**src/rtl/led_pkg.sv**
```systemverilog
// Shared types, mode encodings and pattern helpers for the led_ctrl sequencer.
// Optional debounce is selected with LED_CTRL_DEBOUNCE_EN (see led_ctrl.sv).
package led_pkg;

   typedef enum logic [1:0] {
      ST_IDLE  = 2'd0,
      ST_RUN   = 2'd1,
      ST_PAUSE = 2'd2
   } state_t;

   typedef logic [1:0] mode_t;

   localparam mode_t MODE_ROL    = 2'b00;
   localparam mode_t MODE_ROR    = 2'b01;
   localparam mode_t MODE_BOUNCE = 2'b10;
   localparam mode_t MODE_FILL   = 2'b11;

   localparam logic [15:0] START_ROL    = 16'h0001;
   localparam logic [15:0] START_ROR    = 16'h8000;
   localparam logic [15:0] START_BOUNCE = 16'h0001;
   localparam logic [15:0] START_FILL   = 16'h0001;
   localparam logic [15:0] FILL_FULL    = 16'hFFFF;

   typedef enum logic {
      DIR_LEFT  = 1'b0,
      DIR_RIGHT = 1'b1
   } dir_t;

   typedef struct packed {
      logic [15:0] pattern;
      dir_t        dir;
   } pat_t;

   localparam pat_t PAT_CLEAR = '{pattern: 16'h0000, dir: DIR_LEFT};

   function automatic pat_t start_of(input mode_t m);
      pat_t p;
      p.dir = DIR_LEFT;
      unique case (m)
         MODE_ROL:    p.pattern = START_ROL;
         MODE_ROR:    p.pattern = START_ROR;
         MODE_BOUNCE: p.pattern = START_BOUNCE;
         default:     p.pattern = START_FILL;
      endcase
      return p;
   endfunction

   // Bounce flips direction on the step that lands on an end bit, so the
   // following step heads back inward.
   function automatic pat_t advance(input pat_t cur, input mode_t m);
      pat_t nxt;
      nxt = cur;
      unique case (m)
         MODE_ROL: nxt.pattern = {cur.pattern[14:0], cur.pattern[15]};
         MODE_ROR: nxt.pattern = {cur.pattern[0], cur.pattern[15:1]};
         MODE_BOUNCE: begin
            if (cur.dir == DIR_LEFT) begin
               nxt.pattern = {cur.pattern[14:0], 1'b0};
               if (nxt.pattern[15]) nxt.dir = DIR_RIGHT;
            end else begin
               nxt.pattern = {1'b0, cur.pattern[15:1]};
               if (nxt.pattern[0]) nxt.dir = DIR_LEFT;
            end
         end
         default: nxt.pattern = (cur.pattern == FILL_FULL) ? 16'h0000
                                                          : {cur.pattern[14:0], 1'b1};
      endcase
      return nxt;
   endfunction

endpackage

```
**src/rtl/led_debounce.sv**
```systemverilog
// Enable debouncer: q follows d only after d has disagreed with q for DB_CYCLES
// consecutive cycles. Instantiated by led_ctrl when LED_CTRL_DEBOUNCE_EN is defined.
module led_debounce #(
   parameter int unsigned DB_CYCLES = 1_000_000
) (
   input  logic clk,
   input  logic rst,
   input  logic d,
   output logic q
);

   localparam int unsigned    CW       = (DB_CYCLES > 1) ? $clog2(DB_CYCLES) : 1;
   localparam logic [CW-1:0]  CNT_LAST = CW'(DB_CYCLES - 1);

   logic [CW-1:0] cnt;

   always_ff @(posedge clk) begin
      if (!rst) begin
         q   <= 1'b0;
         cnt <= '0;
      end else if (d == q) begin
         cnt <= '0;
      end else if (cnt == CNT_LAST) begin
         q   <= d;
         cnt <= '0;
      end else begin
         cnt <= cnt + CW'(1);
      end
   end

endmodule

```
**src/rtl/led_ctrl.sv**
```systemverilog
// 16-LED pattern sequencer with IDLE/RUN/PAUSE control and a step prescaler.
// Define LED_CTRL_DEBOUNCE_EN to filter the switch enable through led_debounce.
module led_ctrl
   import led_pkg::*;
#(
   parameter int unsigned TICK_DIV  = 5_000_000,
   parameter int unsigned DB_CYCLES = 1_000_000
) (
   input  logic        clk,
   input  logic        rst,
   input  logic [1:0]  sw,
   input  logic [1:0]  mode,
   output logic [15:0] ledr,
   output logic        busy,
   output logic        step
);

   localparam int unsigned        PW         = (TICK_DIV > 1) ? $clog2(TICK_DIV) : 1;
   localparam logic [PW-1:0]      PRESC_LAST = PW'(TICK_DIV - 1);

   logic [1:0]    sw_meta;
   logic [1:0]    sw_sync;
   logic          en_s;
   logic          en;
   state_t        state;
   mode_t         lmode;
   pat_t          cur;
   logic [PW-1:0] presc;

   // NOTE: every clocked register uses <= so all flops sample pre-edge values.
   always_ff @(posedge clk) begin
      if (!rst) begin
         sw_meta <= 2'b00;
         sw_sync <= 2'b00;
      end else begin
         sw_meta <= sw;
         sw_sync <= sw_meta;
      end
   end

   assign en_s = sw_sync[0] ^ sw_sync[1];

`ifdef LED_CTRL_DEBOUNCE_EN
   led_debounce #(
      .DB_CYCLES (DB_CYCLES)
   ) u_debounce (
      .clk (clk),
      .rst (rst),
      .d   (en_s),
      .q   (en)
   );
`else
   // DB_CYCLES has no effect when the debouncer is compiled out.
   logic unused_db;
   assign unused_db = ^DB_CYCLES;
   assign en        = en_s;
`endif

   always_ff @(posedge clk) begin
      if (!rst) begin
         state <= ST_IDLE;
         lmode <= MODE_ROL;
         cur   <= PAT_CLEAR;
         presc <= '0;
         busy  <= 1'b0;
         step  <= 1'b0;
      end else begin
         step <= 1'b0;
         unique case (state)
            ST_IDLE: begin
               if (en) begin
                  state <= ST_RUN;
                  busy  <= 1'b1;
                  lmode <= mode;
                  cur   <= start_of(mode);
                  presc <= '0;
               end
            end
            ST_RUN: begin
               // Dropping enable wins over a coincident step.
               if (!en) begin
                  state <= ST_PAUSE;
                  busy  <= 1'b0;
               end else if (presc == PRESC_LAST) begin
                  presc <= '0;
                  step  <= 1'b1;
                  if (mode != lmode) begin
                     lmode <= mode;
                     cur   <= start_of(mode);
                  end else begin
                     cur   <= advance(cur, lmode);
                  end
               end else begin
                  presc <= presc + PW'(1);
               end
            end
            ST_PAUSE: begin
               if (mode != lmode) begin
                  state <= ST_IDLE;
                  cur   <= PAT_CLEAR;
               end else if (en) begin
                  state <= ST_RUN;
                  busy  <= 1'b1;
               end
            end
            default: begin
               state <= ST_IDLE;
               cur   <= PAT_CLEAR;
               busy  <= 1'b0;
            end
         endcase
      end
   end

   assign ledr = cur.pattern;

endmodule
```
**config.mk**
```make
export PLATFORM = sky130hd
export DESIGN_NAME = led_ctrl
export DESIGN_NICKNAME = d
export VERILOG_FILES = /design/src/rtl/led_pkg.sv /design/src/rtl/led_debounce.sv /design/src/rtl/led_ctrl.sv
export SDC_FILE = /design/constraint.sdc
export NUM_CORES = 1
export LEC_CHECK = 0
export CORE_MARGIN = 2
export CORE_UTILIZATION = 52
export DETAILED_ROUTE_END_ITERATION = 10
export PLACE_DENSITY = 0.76
export SETUP_SLACK_MARGIN = 0.1
export SYNTH_ARGS = -nofsm -noshare
export SYNTH_HDL_FRONTEND = slang
export SYNTH_SLANG_ARGS = --single-unit
```
**constraint.sdc**
```tcl
create_clock -name clk -period 1.8 [get_ports clk]
set_input_delay 0.45 -clock clk [delete_from_list [all_inputs] [get_ports clk]]
set_output_delay 0.45 -clock clk [all_outputs]
set_load 0.05 [all_outputs]
```
==> flow_summary.toml, run 1 <==
[sta]
finalHoldWorstSlack_ns = 0.446
clock_skew_ns = 0.0122
hold_viol_final = 0
worst_pin_slew_ns = 0.423
rsz0062_at_grt = "true"
fin_ws_ns = -0.0513
post-route-period-util = 1.03
maxSlewViolCount = 0
period_needed_ns = 1.85
fmax_mhz = 540
timing.slew.headroom = 0.718
setup_tns_ns = -0.0962
setup_viol = 2

[logic_synthesis]
ys_seq_area_frac = 0.350
yosys_warnings = 0
ys_ff_latch = 50
synthArstFlopShare = 0
synth_edf_count = 0
synthCells = 343
synthFlopType = "dfxtp_1"
synth_cell_type_count = 54
avgSynthCellArea_sq_um = 8.34
synth.cell_area_sq_um = 2860
syn_nets = 350

[final_layout]
layout_common_cells = "buf_4, nand2_1, dfxtp_1, dfxtp_2, nor2_1"
n_antenna_cell = 0
area.growth.synth_to_final_pct = 43.9
nets = 426
final_util = 0.790
final_common_cell = "buf_4"
drive_above_1_share = 0.465

[clocking]
cts_sinks = 50
clk_latency_ns = 0.31
cts.clk_slew.worst_paths_ns = 0.09
cts.path.max_buffers = 2
h-tree-depth = 2
numCtsBuffers = 5
cts_tree = "built"
clock-root-buffer = "clkbuf_8"

[power]
power_density_nw_per_um2 = 569
ir_drop_mv = 0.510
p_leak_nw = 1.54

[drt]
drc = 0
routedWlPerCell_um = 18.4
antenna_left = 0
firstDrtPassIters = 7
drt_iter0_markers = 311
vias = 2980
via_per_inst = 6.09
wl_um = 9000

[global_route]
gr-usage-met3 = 0.0448
gr-usage-met2 = 0.428
track_usage = 0.255
antenna_found_initial = 0
gr-total-overflow = 0
grt_pass1_wl_um = 12600
grt_pass1_vias = 2651
top_usage_layer = "met2"
grt_max_degree = 15
use_met1 = 0.348

[placed_design]
gp_congestion = 0.942
port-buffer-count = 23
dpl.hpwl_um = 5080

[worst_setup_path]
cp_max_fo = 7
cp.arrival_ns = 2.08
endpoint_kind = "register"
startpoint_type = "register"
worstSetupPathType = "reg -> reg"
critPathRequiredTime_ns = 2.03

[flow_run]
maxCapViolCount = 0

[die]
die_x_um = 78.2
die_h_um = 78.2
die_area_sq_um = 6110
initial_core_util = 0.549
rows = 26
ios = 24
core_region_area_sq_um = 5200

[run_status]
status = "finished with violations"
violations = "negative setup slack"

[min_path]
hp-class = "reg -> reg"
-- routing by layer --
layer,share of wire,vias up,wire length (um)
met5,0,-,0
met2,0.49,156,4390
met3,0.079,27,707
met4,0.022,0,199
li1,-,1376,-
met1,0.41,1421,3710
-- worst paths after layout --
check / slack [ns] / cells past startpoint / endpoint / from
max reg2reg: -0.05 / 7 / ledr[0]$_SDFFE_PN0P_ / presc[21]$_SDFFE_PN0P_
min: 0.45 / 1 / sw_sync[0]$_SDFF_PN0_ / sw_meta[0]$_SDFF_PN0_
min reg2reg: 0.45 / 1 / sw_sync[0]$_SDFF_PN0_ / sw_meta[0]$_SDFF_PN0_
max: -0.05 / 7 / ledr[0]$_SDFFE_PN0P_ / presc[21]$_SDFFE_PN0P_
-- registers in the layout (all words and copies together) (netlist names) --
name and cells:
presc 23, sw_meta 2, ledr 16, lmode 2
state 2, busy 1, cur 1, step 1
sw_sync 2
-- cell type report --
class	count	area (sq um)
well taps	70	87.6
repair buffers	101	837
clock buffers	6	82.6
clock inverters	1	30.0
fillers	304	1090
inverters	9	33.8
multi-input cells	252	2010
flip-flops and latches	50	1030
-- cells in the mapped netlist, drive strengths merged (2+ instances only) --
cell type  instances  share of area
nand4             16          0.037
nand3             11          0.019
nor4               8          0.020
o2bb2ai            6          0.018
xor2              11          0.034
buf               24          0.056
dfxtp             50           0.35
mux2i             15          0.053
nand2             35          0.046
o22a               4          0.012
nor2b              7          0.015
and4               4          0.012
clkbuf             8          0.011
a21oi             16          0.028
mux2               3          0.012
and2              10          0.022
inv                9          0.012
a211o              2         0.0061
or3b               2         0.0061
nor3               7          0.012
or4                3         0.0079
a21o               9          0.024
xnor2              8          0.025
nand2b             3         0.0066
and3               2         0.0044
o211ai             2         0.0053
o21ai              9          0.017
a31oi              4         0.0088
nor2              32          0.046
a211oi             7          0.018
-- repair_timing --
item,4_1_cts,5_1_grt
gates cloned,1,0
pin swaps,23,31
setup buffers,7,7
endpoints found under the setup margin,39,42
hold buffers,0,0
resized for setup,32,71
-- per-stage QoR --
stage	power (mW)	instance area [sq um]	std cells	worst slack, ns
after CTS	2.27	3760	482	0.0466
after floorplan	1.35	2890	343	0.0373
after detailed placement	1.45	3450	467	-0.386
final	2.34	4110	489	-0.0513
after global placement	1.45	3450	467	-0.316
after global routing	2.42	4110	489	-0.116
-- worst max-delay path: stages, from the launching register on --
cell and delay (ns):
dfxtp_2 0.35, nor4_4 0.36, nand4_4 0.20, o21ai_4 0.22
buf_6 0.15, and2_4 0.15, buf_6 0.13, mux2i_1 0.21
-- power by group --
group	leakage [nW]	switching (mW)	internal, mW
Sequential	0.415	0.0200	1.12
Combinational	1.07	0.224	0.156
Clock	0.0573	0.371	0.445
-- cells by family after synthesis --
kind of cell / after synthesis / synth area share
AOI/OAI and AO/OA: 67 / 0.168
xor gates and xnor gates: 19 / 0.0582
adders and majority gates: 1 / 0.00438
buffers and inverters: 41 / 0.0783
DFF: 50 / 0.350
muxes: 18 / 0.0643
and+or+nand+nor: 147 / 0.277
Power figures use the tool's default switching activity.
==> inputs of run 2 (changes only) <==
--- a/config.mk
+++ b/config.mk
@@ -6,9 +6,10 @@
 export NUM_CORES = 1
 export LEC_CHECK = 0
 export CORE_MARGIN = 2
-export CORE_UTILIZATION = 52
+export CORE_UTILIZATION = 53
 export DETAILED_ROUTE_END_ITERATION = 10
-export PLACE_DENSITY = 0.76
+export DONT_BUFFER_PORTS = 1
+export PLACE_DENSITY = 0.71
 export SETUP_SLACK_MARGIN = 0.1
 export SYNTH_ARGS = -nofsm -noshare
 export SYNTH_HDL_FRONTEND = slang
==> flow_summary.toml, run 2 (synthesis results as in run 1) <==
[run_status]
status = "finished with violations"
violations = "negative setup slack"

[final_layout]
n_antenna_cell = 0
layout_common_cells = "buf_4, nand2_1, nor2_1, dfxtp_1, dfxtp_2"
area.growth.synth_to_final_pct = 23.9
largest_reg_flops = 23
final_common_cell = "buf_4"
final_cells = 456
nets = 392
regMostFlops = "presc"
stdcell_area_sq_um = 3540
drive_above_1_share = 0.334
final_util = 0.685

[drt]
wl_um = 7040
antenna_left = 0
route.met2.wl_um = 3350
route.met3.wl_um = 449
drt_iter0_markers = 242
via_per_inst = 5.70
routedWlPerCell_um = 15.4
top_layer_used = "met4"
wl_met1_um = 3210
drc = 0
vias = 2601
firstDrtPassIters = 4

[clocking]
h-tree-depth = 2
clk_latency_ns = 0.30
cts_tree = "built"
cts.clk_slew.worst_paths_ns = 0.09
cts_sinks = 50
cts.path.max_buffers = 2
numCtsBuffers = 5
clock-root-buffer = "clkbuf_8"

[placed_design]
dp_cells = 442
dpl.hpwl_um = 4970
place_area_sq_um = 3260
preCtsSetupSlack_ns = -0.0424
port-buffer-count = 0
gp_congestion = 0.952

[min_path]
worstHoldStart = "sw[0]"
hp-class = "in -> reg"

[sta]
timing.slew.headroom = 0.634
maxSlewViolCount = 0
clock_skew_ns = 0.0131
period_needed_ns = 1.83
setup_tns_ns = -0.0458
fmax_mhz = 547
fin_ws_ns = -0.0271
setup_viol = 2
worst_pin_slew_ns = 0.548
post-route-period-util = 1.02
rsz0062_at_grt = "true"
hold_viol_final = 0

[global_route]
antenna_found_initial = 0
track_usage = 0.234
grt_pass1_vias = 2402
gr-total-overflow = 0
grt_max_degree = 27
grt_pass1_wl_um = 11400

[worst_setup_path]
reg2reg_slack_ns = -0.03
critPathRequiredTime_ns = 2.00
worstSetupPathType = "reg -> reg"
cp.arrival_ns = 2.02
startpoint_type = "register"
regToRegStartpoint = "presc[10]$_SDFFE_PN0P_"
cp-startpoint = "presc[10]$_SDFFE_PN0P_"
cp_max_fo = 4
endpoint_kind = "register"

[power]
p_leak_nw = 1.35
power_density_nw_per_um2 = 591
ir_drop_mv = 0.537

[die]
rows = 26
core_region_area_sq_um = 5170
die_x_um = 77.4
die_area_sq_um = 6000
die_h_um = 77.4
ios = 24
initial_core_util = 0.553

[flow_run]
maxCapViolCount = 0
==> run 2: cell types whose count changed in the layout (fill, tap and decap cells not counted), moves of 3 or more <==
cell | previous run | this run
buf_4 | 83 | 62
nor2_1 | 18 | 29
a21oi_1 | 4 | 14
nor2_4 | 11 | 1
a21oi_2 | 11 | 2
buf_6 | 9 | 3
nor4_1 | 0 | 6
nor4_2 | 7 | 1
buf_8 | 3 | 0
clkdlybuf4s50_1 | 3 | 0
==> run 2: routing by layer <==
layer  global-route usage  vias up
met5                    0        -
met4               0.0500        0
met3               0.0430        4
met2                0.387       78
met1                0.318     1213
li1                     -     1306
==> run 2: layout make-up <==
class,instances,area (sq um)
clock buffers,7,86.3
clock inverters,1,5.00
fillers,383,1630
inverters,9,33.8
multi-input cells,252,1760
flip-flops and latches,50,1030
well taps,70,87.6
repair buffers,67,539
==> run 2: worst paths after layout <==
path / to / depth (start not counted)
hold reg to reg: sw_sync[0]$_SDFF_PN0_ / 1
setup / recovery: presc[18]$_SDFFE_PN0P_ / 6
hold / removal: sw_meta[0]$_SDFF_PN0_ / 1
setup reg to reg: presc[18]$_SDFFE_PN0P_ / 6
==> run 2: critical path: stages (launching register included) <==
cell,delay (ns)
dfxtp_1,0.32
and4bb_1,0.38
nand4_4,0.18
o211ai_1,0.35
buf_4,0.19
nor4_1,0.05
mux2_2,0.26
==> run 2: power breakdown <==
part | internal [mW] | total, mW | switching [mW]
clock | 0.311 | 0.672 | 0.361
combinational | 0.117 | 0.276 | 0.160
sequential | 1.12 | 1.14 | 0.0212
==> run 2: repair_timing <==
action,CTS,global route
hold buffers,0,0
setup endpoints to repair,17,41
resized for setup,14,22
pin swaps,10,13
setup buffers,4,2
==> run 2: through the flow <==
| stage | total power [mW] | hold slack (ns) |
|---|---|---|
| after CTS | 2.09 | 0.278 |
| after global placement | 1.42 | 0.414 |
| after floorplan | 1.35 | 0.412 |
| after global routing | 2.19 | 0.276 |
| after detailed placement | 1.43 | 0.426 |
| final | 2.09 | 0.285 |
==> inputs of run 3 (changes only) <==
--- a/config.mk
+++ b/config.mk
@@ -6,10 +6,9 @@
 export NUM_CORES = 1
 export LEC_CHECK = 0
 export CORE_MARGIN = 2
-export CORE_UTILIZATION = 53
+export CORE_UTILIZATION = 52
 export DETAILED_ROUTE_END_ITERATION = 10
-export DONT_BUFFER_PORTS = 1
-export PLACE_DENSITY = 0.71
+export PLACE_DENSITY = 0.76
 export SETUP_SLACK_MARGIN = 0.1
 export SYNTH_ARGS = -nofsm -noshare
 export SYNTH_HDL_FRONTEND = slang
==> results of run 3 <==
Same layout as run 1: the final DEF is identical, and so are final timing and power.
